===== config.mk =====
export PLATFORM = sky130hd
export DESIGN_NAME = stream_mux_arb
export DESIGN_NICKNAME = d
export VERILOG_FILES = /design/src/rtl/stream_mux_arb.sv
export SDC_FILE = /design/constraint.sdc
export NUM_CORES = 1
export LEC_CHECK = 0
export ABC_AREA = 1
export CAP_MARGIN = 30
export CORE_ASPECT_RATIO = 1.4
export CORE_MARGIN = 2
export CORE_UTILIZATION = 41
export CTS_CLUSTER_SIZE = 10
export DETAILED_ROUTE_END_ITERATION = 10
export HOLD_SLACK_MARGIN = 0.03
export PLACE_DENSITY = 0.75
export SKIP_CTS_REPAIR_TIMING = 1
export SLEW_MARGIN = 30
export SYNTH_ARGS = -nofsm -noshare
export SYNTH_HDL_FRONTEND = slang
export SYNTH_SLANG_ARGS = --single-unit

===== constraint.sdc =====
create_clock -name clk -period 2.1 [get_ports clk]
set_clock_uncertainty 0.2 [all_clocks]
set_input_delay 0.42 -clock clk [delete_from_list [all_inputs] [get_ports clk]]
set_output_delay 0.42 -clock clk [all_outputs]
set_load 0.01 [all_outputs]

===== src/rtl/stream_mux_arb.sv =====
// N-channel valid/ready stream mux with manual, fixed-priority and round-robin
// arbitration feeding a single registered output stage.
module stream_mux_arb #(
  parameter int WIDTH = 2,
  parameter int N     = 4,
  parameter int SELW  = $clog2(N)
) (
  input  logic                 clk,
  input  logic                 reset,
  input  logic [1:0]           mode,
  input  logic [SELW-1:0]      sel,
  input  logic [N*WIDTH-1:0]   in_data,
  input  logic [N-1:0]         in_valid,
  output logic [N-1:0]         in_ready,
  output logic [WIDTH-1:0]     out_data,
  output logic                 out_valid,
  input  logic                 out_ready,
  output logic [SELW-1:0]      out_ch
);

  localparam int SELN = 1 << SELW;
  localparam logic [1:0] MODE_MANUAL = 2'd0;
  localparam logic [1:0] MODE_RR     = 2'd2;

  logic [WIDTH-1:0] out_data_q;
  logic             out_valid_q;
  logic [SELW-1:0]  out_ch_q;
  logic [SELW-1:0]  rr_q, rr_d;

  logic [SELN-1:0]  valid_pad;
  logic [SELN-1:0]  ready_pad;
  logic [WIDTH-1:0] ch_data [SELN];
  logic             win_vld;
  logic [SELW-1:0]  win_idx;
  logic             load_en;
  logic             xfer;
  int               rr_idx;

  // Pad to a power of two so out-of-range sel values see an invalid channel.
  assign valid_pad = SELN'(in_valid);

  for (genvar g = 0; g < SELN; g++) begin : g_pad
    if (g < N) begin : g_real
      assign ch_data[g] = in_data[g*WIDTH +: WIDTH];
    end else begin : g_void
      assign ch_data[g] = '0;
    end
  end

  always_comb begin
    win_vld = 1'b0;
    win_idx = '0;
    rr_idx  = 0;
    case (mode)
      MODE_MANUAL: begin
        win_vld = valid_pad[sel];
        win_idx = sel;
      end
      MODE_RR: begin
        for (int i = 0; i < N; i++) begin
          rr_idx = int'(rr_q) + i;
          if (rr_idx >= N) rr_idx = rr_idx - N;
          if (!win_vld && valid_pad[SELW'(rr_idx)]) begin
            win_vld = 1'b1;
            win_idx = SELW'(rr_idx);
          end
        end
      end
      default: begin
        for (int k = N - 1; k >= 0; k--) begin
          if (valid_pad[SELW'(k)]) begin
            win_vld = 1'b1;
            win_idx = SELW'(k);
          end
        end
      end
    endcase
  end

  assign load_en   = !out_valid_q || out_ready;
  assign xfer      = !reset && load_en && win_vld;
  assign ready_pad = xfer ? (SELN'(1) << win_idx) : '0;
  assign in_ready  = ready_pad[N-1:0];

  // Pointer wraps at N, not at 2^SELW.
  assign rr_d = (win_idx == SELW'(N - 1)) ? '0 : win_idx + 1'b1;

  always_ff @(posedge clk) begin
    if (reset) begin
      out_data_q  <= '0;
      out_valid_q <= 1'b0;
      out_ch_q    <= '0;
      rr_q        <= '0;
    end else if (load_en) begin
      if (win_vld) begin
        out_data_q  <= ch_data[win_idx];
        out_ch_q    <= win_idx;
        out_valid_q <= 1'b1;
        if (mode == MODE_RR) rr_q <= rr_d;
      end else begin
        out_valid_q <= 1'b0;
      end
    end
  end

  assign out_data  = out_data_q;
  assign out_valid = out_valid_q;
  assign out_ch    = out_ch_q;

endmodule


After elaboration in Yosys (flattened, before gate mapping):

Index checks and enable logic that the tools add are counted.

* register bits: 7
* input bits: 19
* output and inout port bits: 9
* word-level logic and storage cells: 85

* add/sub/neg operators: 8
* $lt $le $gt $ge: 10
* equal/unequal tests: 2
* shift operators: 1
* muxes and demuxes: 45
* bitwise gates (word level): 1
* reductions and logical operators: 14

Operators with widths (count)
* 2-bit 2-to-1 mux: 17
* 1-bit 2-to-1 mux: 19
* 2-bit by 4-bit less-than comparator with 1-bit output, second input constant: 4
* 3-bit greater-or-equal comparator, second input constant: 4
* 1-bit binary-select mux with 2-bit select: 5
* 2-bit by 1-bit subtractor with 2-bit output, second input constant: 4
* 2-bit by 2-bit adder with 3-bit output, second input constant: 2
* 1-bit logical AND: 5
* 1-bit logical NOT: 5
* 2-bit binary-select mux with 2-bit select: 1
* 2-bit == test, second input constant: 2
* 4-bit 2-to-1 mux: 1
* 2-bit one-hot mux with 2 select lines: 1
* 1-bit by 2-bit left shift with 4-bit output, first input constant: 1
* 2-bit by 1-bit adder with 3-bit output, second input constant: 1
* 2-bit by 3-bit greater-or-equal comparator with 1-bit output, second input constant: 1
* 2-bit by 3-bit less-than comparator with 1-bit output, second input constant: 1
* 2-bit inverter with 3-bit output: 1
* 3-bit AND reduction: 1
* 2-bit by 1-bit adder with 2-bit output, second input constant: 1
* 2-bit logical NOT: 1
* 1-bit one-hot mux with 2 select lines: 1
* 2-bit AND reduction: 1
* 1-bit logical OR: 1

Depth between registers and ports, before layout:

Gate-level depths: netlist of run 1.

* depth after elaboration: 24
* mapped depth: 16
* mapped depth without buffers: 16

Worst setup path before layout of run 1:

No wires, ideal clock.

* kind: input -> output
* start point: input in_valid[3]
* end point: output in_ready[0]
* data arrival time: 1.574 ns
* required time: 1.480 ns
* path slack: -0.094 ns
* stages: 14
* buffers on the path: 0
* path through: inv_1 nand2_2 nand3_1 nand2_2 nor2_2 nand3_1 nand2_1 inv_1 nand2_2 nand2_4 inv_2 ha_1 inv_1 nor2_1

* longest elaborated chain between the ends: 19
* elaborated cells on any way between the ends: 36
* classes of those cells: 1 x shift; 28 x mux; 7 x reduce/logical

Ends and longest elaborated chain
* start: declaration: RTL line 13 `input logic [N-1:0] in_valid,`
* 1-bit binary-select mux with 2-bit select: RTL line 63 `if (!win_vld && valid_pad[SELW'(rr_idx)]) begin`
* 1-bit 2-to-1 mux (implied by the code) (2 in a row): RTL line 63
* 1-bit 2-to-1 mux: RTL line 63
* 1-bit 2-to-1 mux: RTL line 54 `case (mode)`
* 1-bit logical NOT: RTL line 63
* 1-bit logical AND: RTL line 63
* 1-bit 2-to-1 mux: RTL line 63
* 1-bit 2-to-1 mux: RTL line 54
* (+3 left out)
* 1-bit 2-to-1 mux: RTL line 54
* 1-bit logical NOT: RTL line 63
* 1-bit logical AND: RTL line 63
* 2-bit 2-to-1 mux (*): RTL line 63
* 2-bit one-hot mux with 2 select lines (*): RTL line 54
* net win_idx[1]: RTL line 34 `logic [SELW-1:0] win_idx;`
* 1-bit by 2-bit left shift with 4-bit output (*): RTL line 82 `assign ready_pad = xfer ? (SELN'(1) << win_idx) : '0;`
* 4-bit 2-to-1 mux (*): RTL line 82
* end: declaration: RTL line 14 `output logic [N-1:0] in_ready,`

Mark *: on every way through the listed nets, which the timed path passes. The rest lies on a longest branch. The select of a mux whose other input is x is not followed.

Final worst setup path of run 1:

* start point: register rr_q[0]
* end point: output in_ready[1]

* longest elaborated chain between the ends: 22
* elaborated cells on any way between the ends: 53
* classes of those cells: 7 x add/sub; 4 x order compare; 1 x shift; 34 x mux; 7 x reduce/logical

Ends and longest elaborated chain
* start: declaration: RTL line 28 `logic [SELW-1:0] rr_q, rr_d;`
* start signal: assignment: RTL line 99 `if (mode == MODE_RR) rr_q <= rr_d;`
* 2-bit by 3-bit greater-or-equal comparator with 1-bit output or 2-bit by 1-bit subtractor with 2-bit output (tied branches): RTL line 62 `if (rr_idx >= N) rr_idx = rr_idx - N;`
* 2-bit 2-to-1 mux: RTL line 62
* 2-bit 2-to-1 mux: RTL line 54
* 1-bit binary-select mux with 2-bit select: RTL line 63
* 1-bit 2-to-1 mux (implied by the code) (2 in a row): RTL line 63
* 1-bit 2-to-1 mux: RTL line 63
* 1-bit 2-to-1 mux: RTL line 54
* 1-bit logical NOT: RTL line 63
* (+6 left out)
* 1-bit 2-to-1 mux: RTL line 54
* 1-bit logical NOT: RTL line 63
* 1-bit logical AND: RTL line 63
* 2-bit 2-to-1 mux (*): RTL line 63
* 2-bit one-hot mux with 2 select lines (*): RTL line 54
* net win_idx[1]: RTL line 34
* 1-bit by 2-bit left shift with 4-bit output (*): RTL line 82
* 4-bit 2-to-1 mux (*): RTL line 82

Marked as above.

==> qor.yml, run 1 <==
worst_setup_path:
  critical_path_class: "reg -> out"
  end_kind: "primary output"
  slowest_stage: "dfxtp_4"
  cp_common_cell: "nand2_2"
  crit_family: "simple AND/OR/NAND/NOR gates"
  required_ns: 1.48
  cp_num_buf_inv: 5
  crit_chain: "buf_12, nand2_2, nand2_2, nand2_2, nand2_2, nor2_4, nand3_2, nand2_1, inv_1, nand2_2, nand2_4, inv_4, ha_2, inv_1, nor2_2, buf_2"
  crit_arrival_ns: 1.94
  worstSetupStartpointType: "flop"
  cpPeakStageDelay_ns: 0.35
  cp_max_fo: 10
synthesis:
  yosysSeqAreaShare: 0.160
  synth-seq-cells: 7
  ys.warnings.count: 0
  synthesis.nets: 178
  syn_area_sq_um: 876
  synth_cell_types: 21
  syn_avg_cell_area_sq_um: 5.65
  syn_inst: 155
status:
  status: "complete, but fails checks"
  violations: "setup timing"
flow_run:
  drv_cap: 0
floorplanning:
  fp.dieW_um: 43.1
  fp.coreArea_sq_mm: 0.00200
  rows: 19
  die-area_sq_mm: 0.00253
  die_y_um: 58.7
  io_pins: 28
  initial_core_util: 0.439
sta:
  hold_viol: 0
  rsz0062_at_grt: "yes"
  slew_headroom: 0.840
  setup_viol: 4
  tns_ns: -1.80
  fin_crit_sh: 1.22
  timing.fmax_mhz: 390
  final.setup.worst_slack_ns: -0.461
  worstMarginPinSlew_ns: 0.239
  min_period_ns: 2.56
  maxSlewViolCount: 0
finish:
  final_common_cell: "nand2_1"
  regArea_sq_um: 145
  multi_input_area_sq_um: 706
  nFillCells: 168
  nets: 234
  antenna_cells: 0
  drive_above_1_share: 0.395
  area_growth_pct: 70.3
  layout_common_cells: "nand2_1, buf_4, inv_1, clkdlybuf4s50_1, nand2_2"
  utilization: 0.747
  final_cells: 231
drt:
  wl_mm: 2.72
  dr.first_iter.drc_count: 24
  via_per_inst: 4.87
  vias: 1124
  postRouteAntennaNets: 0
  first_pass_iters: 4
  drc_errors: 0
  wl_per_cell_um: 11.8
clock_tree:
  cts_inserted_buffers: 3
  cts_sinks: 7
  cts.htree.levels: 1
  clk_pin_slew_ns: 0.05
  cts_tree: "built"
  clock-root-buffer: "clkbuf_4"
  clk_latency_ns: 0.25
  clk_path_buf_depth: 2
placed_design:
  place.gp.congestion: 0.949
  dp_hpwl_mm: 2.09
  portBuffers: 27
  place_inst: 224
global_routing:
  grt_pass1_vias: 1078
  grt.overflow.total: 0
  gr-usage-met3: 0.0276
  use_met1: 0.217
  grt.met2_usage: 0.416
  grt_pass1_wl_mm: 4.13
  antenna_found_initial: 0
  gr-usage-all-layers: 0.213
  grt_max_degree: 12
  busiest_layer: "met2"
pwr:
  fin_total_pwr_mw: 0.639
  max-vdd-ir-drop_mv: 0.361
  p_leak_nw: 0.843
  power_density_mw_per_mm2: 429
min_path:
  hold_class: "reg -> reg"
[cell usage after synthesis]
cell | instances | share of area
nand2_1 | 54 | 0.23
inv_1 | 25 | 0.11
nand3_1 | 16 | 0.091
nor2_1 | 13 | 0.056
nand2_2 | 8 | 0.057
dfxtp_1 | 7 | 0.16
a21oi_1 | 5 | 0.029
ha_1 | 4 | 0.057
inv_2 | 3 | 0.013
nand3_2 | 3 | 0.034
o21ai_0 | 3 | 0.017
buf_6 | 2 | 0.026
nand2_4 | 2 | 0.026
nor2_4 | 2 | 0.026
o21a_1 | 2 | 0.017
clkinv_2 | 1 | 0.0057
nand4_1 | 1 | 0.0071
nor2_2 | 1 | 0.0071
nor3_4 | 1 | 0.019
o211ai_1 | 1 | 0.0086
o21ai_1 | 1 | 0.0057
[routing by layer]
| layer | up-vias | wire (um) |
|---|---|---|
| met3 | 6 | 68 |
| met5 | - | 0 |
| met2 | 25 | 1490 |
| li1 | 585 | - |
| met4 | 0 | 48 |
| met1 | 508 | 1110 |
[metrics by stage]
step	setup WS [ns]	hold slack [ns]	instance area, sq um
3_5_place_dp	-1.07	0.312	1360
3_3_place_gp	-1.01	0.281	1360
5_1_grt	-0.604	0.341	1490
4_1_cts	-1.10	0.323	1390
2_1_floorplan	0.00283	0.285	905
6_report	-0.461	0.311	1490
[area by class of cell]
cell class,count,area share
Multi-Input combinational cell,117,0.473
Timing Repair Buffer,53,0.317
Sequential cell,7,0.0973
Inverter,29,0.0772
Clock buffer,4,0.0176
Tap cell,21,0.0176
[path summary, 6_finish.rpt]
check,start,to,slack [ns],cells after the start
hold reg to reg,out_ch[1],out_ch[1],0.31,2
hold / removal,out_ch[1],out_ch[1],0.31,2
setup reg to reg,rr_q[0],rr_q[0],0,16
setup / recovery,rr_q[0],in_ready[1],-0.46,16
[worst register-to-register path: cells and delay by family (launching register included)]
family,cells,cell delay [ns]
and+or+nand+nor,10,0.82
DFF,1,0.35
buffers and inverters,4,0.34
adders and majority gates,1,0.16
AOI/OAI and AO/OA,1,0.15
[report_power, final]
group	leakage [nW]	internal (mW)	switching [mW]
Clock	0.0150	0.0724	0.0482
Combinational	0.769	0.170	0.191
Sequential	0.0591	0.147	0.0104
Total	0.843	0.390	0.250
[cell families after synthesis]
logic type	Yosys count	synth area share
and+or+nand+nor	101	0.554
buffers and inverters	31	0.151
AOI/OAI and AO/OA	12	0.0771
DFF	7	0.160
adders and majority gates	4	0.0571
[sequential cells by signal, summed over array words and instances, names as in the netlist]
register,count
out_ch,2
rr_q,2
out_data,2
out_valid,1
No activity file was read; power rests on OpenSTA's default activity.
==> inputs of run 2 (changes only) <==
Settings changed: SETUP_SLACK_MARGIN from default to 0.4.
==> qor.yml, run 2 (synthesis results as in run 1) <==
global_routing:
  gr-usage-met3: 0.0337  # +0.00613
  use_met1: 0.223  # +0.00525
  busiest_layer: "met2"
  grt_pass1_wl_mm: 4.35  # +5.5%
  gr-usage-all-layers: 0.226  # +0.0124
  grt_pass1_vias: 1153  # +7.0%
  antenna_found_initial: 0  # unchanged
  grt.met2_usage: 0.422  # +0.00649
  grt_max_degree: 12  # unchanged
  grt.overflow.total: 0  # unchanged
floorplanning:
  initial_core_util: 0.439  # unchanged
  die_y_um: 58.7  # unchanged
  fp.coreArea_sq_mm: 0.00200  # unchanged
  io_pins: 28  # unchanged
  rows: 19  # unchanged
  die-area_sq_mm: 0.00253  # unchanged
  fp.dieW_um: 43.1  # unchanged
worst_setup_path:
  cpPeakStageDelay_ns: 0.40  # +0.05 ns
  required_ns: 1.48  # about the same
  r2r_setup_slack_ns: -0.03  # -0.03 ns
  end_kind: "primary output"
  cp_max_fo: 6  # -4
  ff2ff_path_depth: 14  # -2
  critical_path_class: "reg -> out"
  crit_arrival_ns: 1.94  # about the same
  crit_chain: "buf_4, nand2_1, nand2_2, nand2_1, nand2_2, nand3_2, nor2_4, nor2_4, nand2_4, inv_2, ha_1, inv_1, nor2_2, buf_2"
  slowest_stage: "dfxtp_4"
  worstSetupStartpointType: "flop"
finish:
  final_common_cell: "nand2_1"
  antenna_cells: 0  # unchanged
  final_cells: 234  # +1.3%
  nets: 237  # +1.3%
  area_growth_pct: 80.0
  drive_above_1_share: 0.413  # +0.0179
  layout_common_cells: "nand2_1, buf_4, inv_1, nand2_2, clkdlybuf4s50_1"
  final_area_sq_mm: 0.00158  # +5.7%
drt:
  dr.first_iter.drc_count: 17  # -29%
  first_pass_iters: 4  # unchanged
  via_per_inst: 4.95  # +1.7%
  drc_errors: 0  # unchanged
  postRouteAntennaNets: 0  # unchanged
  vias: 1158  # +3.0%
  wl_mm: 2.82  # +3.9%
  wl_per_cell_um: 12.1  # +2.6%
clock_tree:
  cts_inserted_buffers: 3  # unchanged
  cts_tree: "built"
  clock-root-buffer: "clkbuf_4"
  cts.htree.levels: 1  # unchanged
  clk_pin_slew_ns: 0.05  # about the same
  clk_latency_ns: 0.26  # about the same
  cts_sinks: 7  # unchanged
  clk_path_buf_depth: 2  # unchanged
sta:
  maxSlewViolCount: 0  # unchanged
  hold_viol: 0  # unchanged
  fin_crit_sh: 1.22  # about the same
  final.setup.worst_slack_ns: -0.462  # -0.00107 ns
  min_period_ns: 2.56  # +0.00107 ns
  setup_viol: 7  # +3
  slew_headroom: 0.835  # -0.00490
  timing.fmax_mhz: 390  # about the same
  fin_hold_ws_ns: 0.297  # -0.0138 ns
  rsz0062_at_grt: "yes"
  worstMarginPinSlew_ns: 0.246  # +0.00658 ns
placed_design:
  dp_hpwl_mm: 2.09  # -0.38%
  dpl-instance-area_sq_mm: 0.00138  # +1.2%
  pre_cts_ws_ns: -1.09  # -0.0216 ns
  portBuffers: 27  # unchanged
  place.gp.congestion: 0.880  # -7.3%
  place_inst: 223  # -0.45%
pwr:
  p_leak_nw: 0.939  # +11%
  fin_total_pwr_mw: 0.669  # +4.6%
  power_density_mw_per_mm2: 424  # -1.0%
  max-vdd-ir-drop_mv: 0.432  # +19%
min_path:
  min_path_cells: 2  # unchanged
  hold_class: "reg -> reg"
flow_run:
  drv_cap: 0  # unchanged
status:
  violations: "setup timing"
  status: "complete, but fails checks"
## run 2: changes by cell type in the layout (fill, tap and decap cells not counted), moves of 2 or more
cell	change
nand2_1	-3
buf_2	-2
nor2_2	-2
buf_6	+2
ha_2	-2
clkdlybuf4s50_1	-5
nand2_2	+2
dlymetal6s2s_1	+5
clkbuf_2	+2
## run 2: final timing paths
| path | from | endpoint |
|---|---|---|
| max | rr_q[0] | in_ready[1] |
| min | out_ch[1] | out_ch[1] |
| max reg2reg | rr_q[0] | rr_q[1] |
| min reg2reg | out_ch[1] | out_ch[1] |
## run 2: worst max-delay path, delay by kind of cell, from the launching register on
| kind | cells | cell delay [ns] |
|---|---|---|
| buf+inv | 4 | 0.38 |
| simple gates | 9 | 0.72 |
| fa+ha+maj | 1 | 0.17 |
| flops | 1 | 0.40 |
## run 2: where the power goes
group	total (mW)	internal, mW	switching (mW)
registers	0.158	0.147	0.0114
logic	0.383	0.186	0.198
clock network	0.128	0.0728	0.0547
total	0.669	0.405	0.264
## run 2: final cells by class
cell class,count,area [sq um]
repair buffers,56,528
multi-input cells,117,728
flip-flops and latches,7,148
clock buffers,4,26.3
inverters,29,120
fillers,150,420
well taps,21,26.3
## run 2: routing by layer
metal | wire (um) | vias to the layer above | share of wire
li1 | - | 596 | -
met1 | 1010 | 520 | 0.36
met2 | 1610 | 31 | 0.57
met3 | 91 | 11 | 0.032
met4 | 116 | 0 | 0.041
met5 | 0 | - | 0
## run 2: per-stage QoR
| step | util | TNS (ns) |
|---|---|---|
| global placement | 0.691 | -6.43 |
| finish | 0.789 | -1.81 |
| global route | 0.789 | -2.74 |
| detailed placement | 0.691 | -6.55 |
| CTS | 0.704 | -4.95 |
| floorplan | - | 0 |
==> inputs of run 3 (changes only) <==
Settings changed: PLACE_DENSITY 0.75 to 0.79.
==> qor.yml, run 3 (synthesis results as in run 1) <==
clock_tree:
  clk_pin_slew_ns: 0.05  # about the same
  cts_inserted_buffers: 3  # unchanged
  cts_tree: "built"
  cts.htree.levels: 1  # unchanged
  clk_path_buf_depth: 2  # unchanged
  clk_latency_ns: 0.25  # about the same
  cts_sinks: 7  # unchanged
  clock-root-buffer: "clkbuf_4"
global_routing:
  grt.overflow.total: 0  # unchanged
  gr-usage-all-layers: 0.223  # -0.00251
  grt_pass1_vias: 1072  # -7.0%
  antenna_found_initial: 0  # unchanged
  grt_max_degree: 12  # unchanged
  grt_pass1_wl_mm: 4.33  # -0.62%
drt:
  dr.first_iter.drc_count: 17  # unchanged
  via_per_inst: 5.06  # +2.3%
  vias: 1174  # +1.4%
  wl_per_cell_um: 12.9  # +6.7%
  postRouteAntennaNets: 0  # unchanged
  drc_errors: 0  # unchanged
  wl_mm: 2.99  # +5.7%
  first_pass_iters: 4  # unchanged
floorplanning:
  die_y_um: 58.7  # unchanged
  io_pins: 28  # unchanged
  fp.dieW_um: 43.1  # unchanged
  initial_core_util: 0.439  # unchanged
  rows: 19  # unchanged
  die-area_sq_mm: 0.00253  # unchanged
  fp.coreArea_sq_mm: 0.00200  # unchanged
worst_setup_path:
  worstSetupStartpointType: "flop"
  end_kind: "primary output"
  cp_max_fo: 7  # +1
  crit_arrival_ns: 2.01  # +0.07 ns
  required_ns: 1.48  # about the same
  critical_path_class: "reg -> out"
status:
  status: "complete, but fails checks"
  violations: "setup timing"
finish:
  nFillCells: 132  # -12%
  layout_common_cells: "nand2_1, buf_4, inv_1, nand2_2, clkdlybuf4s50_1"
  final_common_cell: "nand2_1"
  antenna_cells: 0  # unchanged
  drive_above_1_share: 0.436  # +0.0229
  area_growth_pct: 83.6
  final_cells: 232  # -0.85%
  nets: 235  # -0.84%
sta:
  timing.fmax_mhz: 380  # -2.7%
  setup_viol: 8  # +1
  rsz0062_at_grt: "yes"
  min_period_ns: 2.63  # +0.0700 ns
  maxSlewViolCount: 0  # unchanged
  fin_crit_sh: 1.25  # +0.0333
  hold_viol: 0  # unchanged
  worstMarginPinSlew_ns: 0.238  # -0.00820 ns
  final.setup.worst_slack_ns: -0.532  # -0.0700 ns
  slew_headroom: 0.840  # +0.00550
pwr:
  p_switching_mw: 0.272  # +3.1%
  p_leak_nw: 0.900  # -4.2%
  combPwrFrac: 0.586  # +0.013
  max-vdd-ir-drop_mv: 0.396  # -8.2%
  p_sw_frac: 0.402  # +0.00803
  power_density_mw_per_mm2: 420  # -0.96%
  intPower_mw: 0.404  # -0.34%
  power_frac_clock: 0.180  # -0.011
  pwr-share-seq: 0.234  # -0.002
placed_design:
  dp_hpwl_mm: 2.17  # +3.9%
  portBuffers: 27  # unchanged
  place_inst: 222  # -0.45%
  place.gp.congestion: 0.930  # +5.8%
  pre_cts_ws_ns: -1.10  # -0.00334 ns
min_path:
  hold_class: "reg -> reg"
flow_run:
  drv_cap: 0  # unchanged
## run 3: stage by stage
stage / cell area (sq um) / TNS [ns] / hold slack [ns] / util / total power, mW
floorplan: 941 / 0 / 0.282 / - / 0.352
global placement: 1390 / -6.27 / 0.283 / 0.694 / 0.489
detailed placement: 1390 / -6.47 / 0.285 / 0.694 / 0.496
CTS: 1410 / -5.02 / 0.302 / 0.707 / 0.624
global route: 1610 / -3.15 / 0.352 / 0.805 / 0.715
finish: 1610 / -2.30 / 0.309 / 0.805 / 0.676
## run 3: worst max-delay path, stage by stage (launching register included)
cell	delay (ns)
dfxtp_4	0.39
buf_12	0.15
nand2_4	0.07
nand3_4	0.09
nand2_4	0.07
nor2_4	0.15
nand3_2	0.08
nand2_1	0.07
inv_1	0.05
nand2_2	0.07
nand2_4	0.10
inv_4	0.11
ha_4	0.13
inv_1	0.04
nor2_2	0.06
buf_2	0.13
## run 3: cell type report
type,instances,area (sq um),share of cell area
Multi-Input combinational cell,117,788,0.490
Timing Repair Buffer,54,494,0.307
Sequential cell,7,148,0.0918
Inverter,29,125,0.0778
Clock buffer,4,26.3,0.0163
Tap cell,21,26.3,0.0163
## run 3: final timing paths
kind,endpoint,depth (start not counted),from,slack [ns]
worst min register to register,out_ch[1],2,out_ch[1],0.31
worst max-delay path,in_ready[0],15,rr_q[0],-0.53
worst min-delay path,out_ch[1],2,out_ch[1],0.31
worst max register to register,rr_q[0],16,rr_q[0],-0.18
## run 3: routing by layer
metal  track usage  part of all wire
met1         0.245              0.34
met2         0.407              0.58
met3        0.0307             0.044
met4         0.121             0.032
met5             0                 0
## run 3: power by group through the flow
stage | clock network [mW] | registers, mW | logic, mW
global route | 0.129 | 0.159 | 0.427
global placement | 0 | 0.160 | 0.329
detailed placement | 0 | 0.160 | 0.335
CTS | 0.128 | 0.158 | 0.338
floorplan | 0 | 0.164 | 0.188
finish | 0.122 | 0.158 | 0.396
